$ cat config.mk
export PLATFORM = sky130hd
export DESIGN_NAME = tcm_port_arb
export DESIGN_NICKNAME = d
export VERILOG_FILES = /design/src/rtl/tcm_pkg.sv /design/src/rtl/tcm_rr_arb2.sv /design/src/rtl/tcm_port_arb.sv
export SDC_FILE = /design/constraint.sdc
export NUM_CORES = 1
export LEC_CHECK = 0
export ABC_AREA = 1
export CORE_UTILIZATION = 40
export CTS_BUF_LIST = sky130_fd_sc_hd__clkbuf_4
export CTS_CLUSTER_SIZE = 24
export DETAILED_ROUTE_END_ITERATION = 16
export PLACE_DENSITY = 0.81
export SYNTH_ARGS = -nofsm -noshare
export SYNTH_HDL_FRONTEND = slang
export SYNTH_HIERARCHICAL = 1
export SYNTH_SLANG_ARGS = --single-unit
$ cat constraint.sdc
create_clock -name clk_i -period 5.79 [get_ports clk_i]
set_clock_uncertainty 0.05 [all_clocks]
set_input_delay 1.737 -clock clk_i [delete_from_list [all_inputs] [get_ports clk_i]]
set_output_delay 1.737 -clock clk_i [all_outputs]
set_load 0.01 [all_outputs]
$ cat src/rtl/tcm_pkg.sv
// Shared types and defaults for the TCM port arbiter: request/response records
// and the lock-state encoding.
package tcm_pkg;

    localparam int TCM_ADDR_W      = 14;
    localparam int TCM_RANGE_LIMIT = 128;

    typedef struct packed {
        logic                  valid;
        logic [TCM_ADDR_W-1:0] addr;
        logic [31:0]           data;
        logic [3:0]            wr;
        logic                  lock;
    } tcm_req_t;

    typedef struct packed {
        logic        valid;
        logic [31:0] data;
        logic        err;
    } tcm_resp_t;

    typedef enum logic [1:0] {UNLOCKED, LOCKED0, LOCKED1} lock_state_e;

endpackage

$ cat src/rtl/tcm_rr_arb2.sv
// Two-way round-robin picker. A granted requester asserting lock keeps the port
// for up to LOCK_MAX consecutive grants, after which the other side is favoured.
module tcm_rr_arb2
    import tcm_pkg::*;
#(
    parameter int LOCK_MAX = 8
) (
    input  logic       clk_i,
    input  logic       rst_i,
    input  logic [1:0] valid,
    input  logic [1:0] lock,
    output logic [1:0] gnt
);

    localparam int CW = $clog2(LOCK_MAX + 1);

    lock_state_e   state;
    logic          rr_ptr;
    logic [CW-1:0] lock_cnt;
    logic          pick;
    logic          win;
    logic          held;

    assign win  = gnt[1];
    assign held = (state == LOCKED1);

    always_comb begin
        pick = rr_ptr;
        if (state == LOCKED0)      pick = 1'b0;
        else if (state == LOCKED1) pick = 1'b1;
        gnt = 2'b00;
        // Reset blocks grants immediately, not just at the next edge.
        if (!rst_i) begin
            if (valid[0] && (!valid[1] || !pick)) gnt[0] = 1'b1;
            else if (valid[1])                    gnt[1] = 1'b1;
        end
    end

    always_ff @(posedge clk_i or posedge rst_i) begin
        if (rst_i) begin
            state    <= UNLOCKED;
            rr_ptr   <= 1'b0;
            lock_cnt <= '0;
        end else begin
            if (|gnt) rr_ptr <= ~win;
            case (state)
                UNLOCKED: begin
                    if ((|gnt) && lock[win] && LOCK_MAX > 1) begin
                        state    <= win ? LOCKED1 : LOCKED0;
                        lock_cnt <= CW'(1);
                    end
                end
                default: begin
                    // Release on the grant that would make the burst LOCK_MAX long.
                    if (gnt[held] && lock[held] && lock_cnt < CW'(LOCK_MAX - 1)) begin
                        lock_cnt <= lock_cnt + CW'(1);
                    end else begin
                        state    <= UNLOCKED;
                        lock_cnt <= '0;
                    end
                end
            endcase
        end
    end

endmodule

$ cat src/rtl/tcm_port_arb.sv
// Shares one TCM RAM port between instruction fetch (0) and load/store (1):
// grant mux, one-cycle response return with range error, and grant counters.
module tcm_port_arb
    import tcm_pkg::*;
#(
    parameter int ADDR_W      = TCM_ADDR_W,
    parameter int RANGE_LIMIT = TCM_RANGE_LIMIT,
    parameter int LOCK_MAX    = 8
) (
    input  logic              clk_i,
    input  logic              rst_i,
    input  logic              req0_valid_i,
    input  logic [ADDR_W-1:0] req0_addr_i,
    input  logic [31:0]       req0_data_i,
    input  logic [3:0]        req0_wr_i,
    input  logic              req0_lock_i,
    output logic              req0_accept_o,
    output logic              resp0_valid_o,
    output logic [31:0]       resp0_data_o,
    output logic              resp0_err_o,
    input  logic              req1_valid_i,
    input  logic [ADDR_W-1:0] req1_addr_i,
    input  logic [31:0]       req1_data_i,
    input  logic [3:0]        req1_wr_i,
    input  logic              req1_lock_i,
    output logic              req1_accept_o,
    output logic              resp1_valid_o,
    output logic [31:0]       resp1_data_o,
    output logic              resp1_err_o,
    output logic [ADDR_W-1:0] ram_addr_o,
    output logic [31:0]       ram_data_o,
    output logic [3:0]        ram_wr_o,
    input  logic [31:0]       ram_data_i,
    output logic [15:0]       grant_cnt0_o,
    output logic [15:0]       grant_cnt1_o
);

    tcm_req_t  [1:0]       req;
    tcm_resp_t [1:0]       resp;
    logic      [1:0]       gnt;
    logic      [1:0][15:0] gnt_cnt;
    tcm_req_t              win_req;
    logic                  any_gnt;
    logic [ADDR_W-1:0]     addr_q;
    logic [31:0]           wdata_q;

    assign req[0] = '{valid: req0_valid_i, addr: req0_addr_i, data: req0_data_i,
                      wr: req0_wr_i, lock: req0_lock_i};
    assign req[1] = '{valid: req1_valid_i, addr: req1_addr_i, data: req1_data_i,
                      wr: req1_wr_i, lock: req1_lock_i};

    tcm_rr_arb2 #(.LOCK_MAX(LOCK_MAX)) u_arb (
        .clk_i (clk_i),
        .rst_i (rst_i),
        .valid ({req[1].valid, req[0].valid}),
        .lock  ({req[1].lock,  req[0].lock}),
        .gnt   (gnt)
    );

    assign any_gnt = |gnt;
    assign win_req = gnt[1] ? req[1] : req[0];

    // Idle cycles keep the last address/data on the port, with writes disabled.
    always_ff @(posedge clk_i or posedge rst_i) begin
        if (rst_i) begin
            addr_q  <= '0;
            wdata_q <= '0;
        end else if (any_gnt) begin
            addr_q  <= win_req.addr;
            wdata_q <= win_req.data;
        end
    end

    assign ram_addr_o = any_gnt ? win_req.addr : addr_q;
    assign ram_data_o = any_gnt ? win_req.data : wdata_q;
    assign ram_wr_o   = any_gnt ? win_req.wr   : 4'b0000;

    for (genvar i = 0; i < 2; i++) begin : g_req
        logic        vld_q;
        logic        err_q;
        logic [31:0] hold_q;
        logic [15:0] cnt_q;

        always_ff @(posedge clk_i or posedge rst_i) begin
            if (rst_i) begin
                vld_q  <= 1'b0;
                err_q  <= 1'b0;
                hold_q <= '0;
                cnt_q  <= '0;
            end else begin
                vld_q <= gnt[i];
                err_q <= gnt[i] && (32'(req[i].addr) >= 32'(RANGE_LIMIT));
                if (vld_q) hold_q <= ram_data_i;
                if (gnt[i] && cnt_q != 16'hFFFF) cnt_q <= cnt_q + 16'd1;
            end
        end

        assign resp[i]    = '{valid: vld_q, data: vld_q ? ram_data_i : hold_q,
                              err: vld_q & err_q};
        assign gnt_cnt[i] = cnt_q;
    end

    assign req0_accept_o = gnt[0];
    assign req1_accept_o = gnt[1];
    assign resp0_valid_o = resp[0].valid;
    assign resp0_data_o  = resp[0].data;
    assign resp0_err_o   = resp[0].err;
    assign resp1_valid_o = resp[1].valid;
    assign resp1_data_o  = resp[1].data;
    assign resp1_err_o   = resp[1].err;
    assign grant_cnt0_o  = gnt_cnt[0];
    assign grant_cnt1_o  = gnt_cnt[1];

endmodule

==> reports/metrics.cfg, run 1 <==
[outcome]
status=finished clean

[timing]
fin_crit_ns=5.69
rsz0062_at_grt=true
finalCritPeriodShare_pct=98.2
worst_slew_pin_slew_ns=0.864
finalSetupViolCount=0
slew_headroom_pct=42.4
timing.fmax_ghz=0.176
slew_viol_final=0
final.setup.worst_slack_ns=0.103
hold_viol_final=0

[finish]
syn2layout_area_growth_pct=48.7
fin_nets=1210
drive_gt1_share_pct=13.6
fillers=1456
multi_input_area_sq_um=2980
final_core_util_pct=61.2
regArea_sq_um=3830
diodes=0
layout_commonest_cell=clkdlybuf4s50_1
final_cell_mix=clkdlybuf4s50_1 (289), nand2_1 (239), dfrtp_1 (153)

[clock_tree]
cts_made_buffers=17
h-tree-depth=4
cts_tree=built
post_cts_buffers=0
cts_resized=0
cts_buffer_depth=2
root_buffer=clkbuf_4
clk_pin_slew_ns=0.14
clk-insertion-delay-late_ns=0.56
numClockSinks=153

[critical_path]
path_max_fanout=20
worstPathArrival_ns=3.90
path_cells=clkdlybuf4s50_1 -> inv_1 -> a21oi_1 -> nand2_2 -> nand2_4 -> nand2_2 -> inv_2 -> buf_4 -> nand2_1 -> nand3_1 -> clkdlybuf4s50_1
r2r-end=grant_cnt1_o[14]
rr_worst_depth=15
critical_path_class=in2out
crit_path_start_kind=input port
required_ns=4.00
critPathMaxStageDelay_ns=0.61
r2r_slack_ns=3.60
r2r-start=u_arb/state[0]
worst_setup_path_end_kind=output pin
cp_slowest_cell=clkdlybuf4s50_1

[die]
rows=48
start_util_pct=41.1
design.core.area_sq_um=17400
die-area_sq_um=18400
die_h_um=136
io_pins=290
die_width_um=136

[drt]
drt-pass1-iter-count=7
wl_um=20600
drt_iter0_markers=217
viasPerCell=4.97
via_count=6499
drtAntennaViolNets=0
wl_per_cell_um=15.7
drc=0

[worst_hold_path]
hold_depth=2
hp-class=reg2reg
hold-path-endpoint=wdata_q[13]
hold_start=wdata_q[13]

[power_and_ir_drop]
peakVddDrop_mv=0.204
p_leak_nw=4.67
power.density_nw_per_um2=288

[job]
cap_violations=0

[grt]
grtUsageTotal_pct=22.4
grt_pass1_wl_um=32100
antenna_found_initial=0
grt_pass1_vias=6299
overflow=0
grt_max_degree=92

[yosys]
ys_seq_elements=153
avgSynthCellArea_sq_um=9.18
synth.distinct_cells=29
ys_top_cells_by_area=dfrtp_1 (54%), nand2_1 (13%), mux2_2 (10%)
ys.warnings.count=6
syn_nets=919
synth_cells=778
syn_area_sq_um=7140
ys_seq_area_share_pct=53.6
synth_largest_area_cell=dfrtp_1
netlist.area_leader.share_pct=53.6

[place]
port_buffers=289
preCtsSetupSlack_ns=0.116
place.gp.congestion=0.808
hpwlAfterDp_um=15200

-- registers in the layout, summed over array words and instances (netlist names), 2 cells and up --
register	flops
g_req.hold_q	64
u_arb/state	2
wdata_q	32
addr_q	14
grant_cnt0_o	16
u_arb/lock_cnt	4
grant_cnt1_o	16
g_req.err_q	2
-- critical path, delay by kind of cell --
kind / cells / cell delay (ns)
buffers and inverters: 5 / 1.54
AND/OR/NAND/NOR: 5 / 0.48
AO/OA/AOI/OAI: 1 / 0.14
-- logic make-up after synthesis --
logic type,share of synthesized area (%)
muxes,10.1
buffers and inverters,4.78
adders and majority gates,0.526
AOI/OAI and AO/OA,2.12
xor gates and xnor gates,0.981
and+or+nand+nor,27.9
DFF,53.6
-- layer usage --
layer	share of wire, %	vias to the layer above	track usage [%]
met1	43	3118	28.6
met4	0.87	0	4.81
li1	-	3135	-
met5	0	-	0
met3	7.9	15	7.11
met2	49	231	37.0
-- synth_stat cells --
| cell type | n |
|---|---|
| a22oi_1 | 2 |
| buf_2 | 12 |
| buf_8 | 1 |
| ha_1 | 3 |
| o21ai_0 | 11 |
| nand3_1 | 115 |
| nand2_2 | 11 |
| clkbuf_1 | 17 |
| o21ai_2 | 3 |
| o21ai_1 | 7 |
| buf_4 | 1 |
| nand3b_1 | 3 |
| nor2_4 | 6 |
| mux2_2 | 64 |
| nand4_1 | 17 |
| nor2_2 | 6 |
| nand2_4 | 3 |
| inv_2 | 5 |
| inv_1 | 47 |
| xnor2_1 | 5 |
| nor4_1 | 2 |
| nand3_2 | 1 |
| nor2_1 | 33 |
| dfrtp_1 | 153 |
| nand4_4 | 1 |
| a21oi_1 | 4 |
| nor3_1 | 3 |
| xor2_1 | 3 |
| nand2_1 | 239 |
-- stage by stage --
step	total power [mW]	cell area, sq um	instances	hold WS (ns)	setup TNS [ns]
6_report	3.05	10600	1307	0.445	0
5_1_grt	3.23	10600	1307	0.466	-0.00432
4_1_cts	3.09	10600	1307	0.451	0
3_5_place_dp	2.44	10300	1275	0.418	0
3_3_place_gp	2.41	10300	1275	0.412	0
2_1_floorplan	1.82	7140	778	0.435	0
-- worst max path at each step --
stage,startpoint,slack (ns),endpoint,cells after the start
2_1_floorplan,rst_i,0.08,addr_q[0],1
3_3_place_gp,req1_valid_i,0.12,ram_addr_o[6],11
3_5_place_dp,req1_valid_i,0.12,ram_addr_o[6],11
4_1_cts,req1_valid_i,0.11,ram_addr_o[6],11
5_1_grt,req1_valid_i,-0.004,ram_addr_o[6],11
6_report,req1_valid_i,0.10,ram_addr_o[6],11
-- timing repair --
action	4_1_cts	5_1_grt
setup endpoints to repair	0	1
hold buffers	0	0
endpoints found under the hold margin	0	0
-- power breakdown --
part	internal (mW)	switching [mW]	leakage, nW	total, mW
clock network	0.196	0.452	0.151	0.648
logic	0.583	0.465	2.65	1.05
registers	1.26	0.0982	1.87	1.36
-- cell type report --
class	count	area share, %
clock buffer	17	1.20
timing repair buffer	303	28.7
inverter	52	1.89
clock inverter	15	1.48
multi-input combinational	542	28.0
tap	225	2.65
sequential	153	36.1
No activity file was read; power rests on OpenSTA's default activity.
==> inputs of run 2 (changes only) <==
- MAX_ROUTING_LAYER: not set -> met4
- SETUP_SLACK_MARGIN: not set -> 0.5
==> reports/metrics.cfg, run 2 (synthesis results as in run 1) <==
[die]
design.core.area_sq_um=17400
start_util_pct=41.1
io_pins=290
die_width_um=136
die_h_um=136
rows=48
die-area_sq_um=18400

[critical_path]
path_max_fanout=29
r2r-start=u_arb/state[0]
critical_path_class=in2out
crit_start=req0_valid_i
worstPathArrival_ns=3.34
worst_setup_path_end_kind=output pin
required_ns=4.00
crit_path_start_kind=input port

[clock_tree]
root_buffer=clkbuf_4
cts_buffer_depth=2
postCtsHoldBufs=0
clk-insertion-delay-late_ns=0.54
numClockSinks=153
cts_made_buffers=17
clk_pin_slew_ns=0.12
cts_tree=built
h-tree-depth=4

[timing]
slew_viol_final=0
timing.fmax_ghz=0.195
finalCritPeriodShare_pct=88.5
slew_headroom_pct=46.7
rsz0062_at_grt=false
worst_slew_pin_slew_ns=0.800
hold_viol_final=0
finalSetupViolCount=0
final.setup.worst_slack_ns=0.663
fin_tns_setup_ns=0
fin_crit_ns=5.13

[drt]
viasPerCell=4.98
drtAntennaViolNets=0
wl_um=21300
drt_iter0_markers=239
drt-pass1-iter-count=4
drc=0
wl_per_cell_um=16.1
via_count=6581

[grt]
overflow=0
grt-busiest-layer=met2
grt_pass1_vias=6322
grtUsageTotal_pct=23.7
met2_usage_pct=37.7
grt_use_met1_pct=29.7
grt_pass1_wl_um=32500
antenna_found_initial=0
grt_max_degree=88
globalRouteMet3Util_pct=5.76

[power_and_ir_drop]
power.density_nw_per_um2=298
peakVddDrop_mv=0.155
p_leak_nw=4.94

[finish]
layout_commonest_cell=nand2_1
fin_nets=1225
top_regs=g_req.hold_q (64), wdata_q (32)
diodes=0
syn2layout_area_growth_pct=51.2
largest_reg_flops=64
final_cell_mix=nand2_1 (239), clkdlybuf4s50_1 (237), dfrtp_1 (153)
drive_gt1_share_pct=20.1
top_register=g_req.hold_q

[place]
port_buffers=289
place.gp.congestion=0.837
preCtsSetupSlack_ns=0.0266
hpwlAfterDp_um=15600

[outcome]
status=finished clean

[job]
cap_violations=0

[worst_hold_path]
hold_start=addr_q[11]
hp-class=reg2reg

-- run 2: metal layers --
layer | up-vias | wire length, um
met5 | - | 0
met4 | 0 | 376
met3 | 31 | 1430
met2 | 239 | 10200
met1 | 3136 | 9210
li1 | 3175 | -
-- run 2: power breakdown --
group / leakage (nW) / total [mW] / internal, mW / switching [mW]
Sequential: 1.87 / 1.37 / 1.26 / 0.106
Clock: 0.189 / 0.819 / 0.398 / 0.421
Combinational: 2.88 / 1.03 / 0.555 / 0.474
Total: 4.94 / 3.22 / 2.21 / 1.00
-- run 2: through the flow --
stage                     total power [mW]  instances  util, %  hold slack [ns]  instance area (sq um)
after global placement                2.41       1280     59.7            0.412                  10400
after global routing                  3.40       1322     62.2            0.471                  10800
final                                 3.22       1322     62.2            0.443                  10800
after detailed placement              2.45       1280     59.7            0.419                  10400
after CTS                             3.24       1318     61.9            0.449                  10700
after floorplan                       1.82        778        -            0.435                   7150
-- run 2: area by class of cell --
class / instances / area [sq um]
Clock buffer: 17 / 128
Clock inverter: 15 / 236
Fill cell: 1496 / 6560
Inverter: 52 / 211
Multi-Input combinational cell: 542 / 3050
Sequential cell: 153 / 3830
Tap cell: 225 / 282
Timing Repair Buffer: 318 / 3060
-- run 2: repair_timing --
action                     CTS  global route
setup endpoints to repair   52            52
gates cloned                 1             0
pin swaps                    1             4
setup buffers                5             4
resized for setup          157            56
-- run 2: final timing paths --
path                            cells after the start  slack (ns)            endpoint
worst min-delay path                                2        0.44          addr_q[11]
max in group asynchronous                           4        3.25  g_req[0].hold_q[0]
min in group asynchronous                           3        1.55       resp1_valid_o
worst min register to register                      2        0.44          addr_q[11]
worst max-delay path                                5        0.66       req0_accept_o
worst max register to register                     16        3.52    grant_cnt1_o[14]
-- run 2: worst max-delay path: stages --
cell             delay [ns]
clkdlybuf4s50_1        0.54
nand2_4                0.10
nor2_4                 0.18
buf_12                 0.22
clkdlybuf4s50_1        0.56
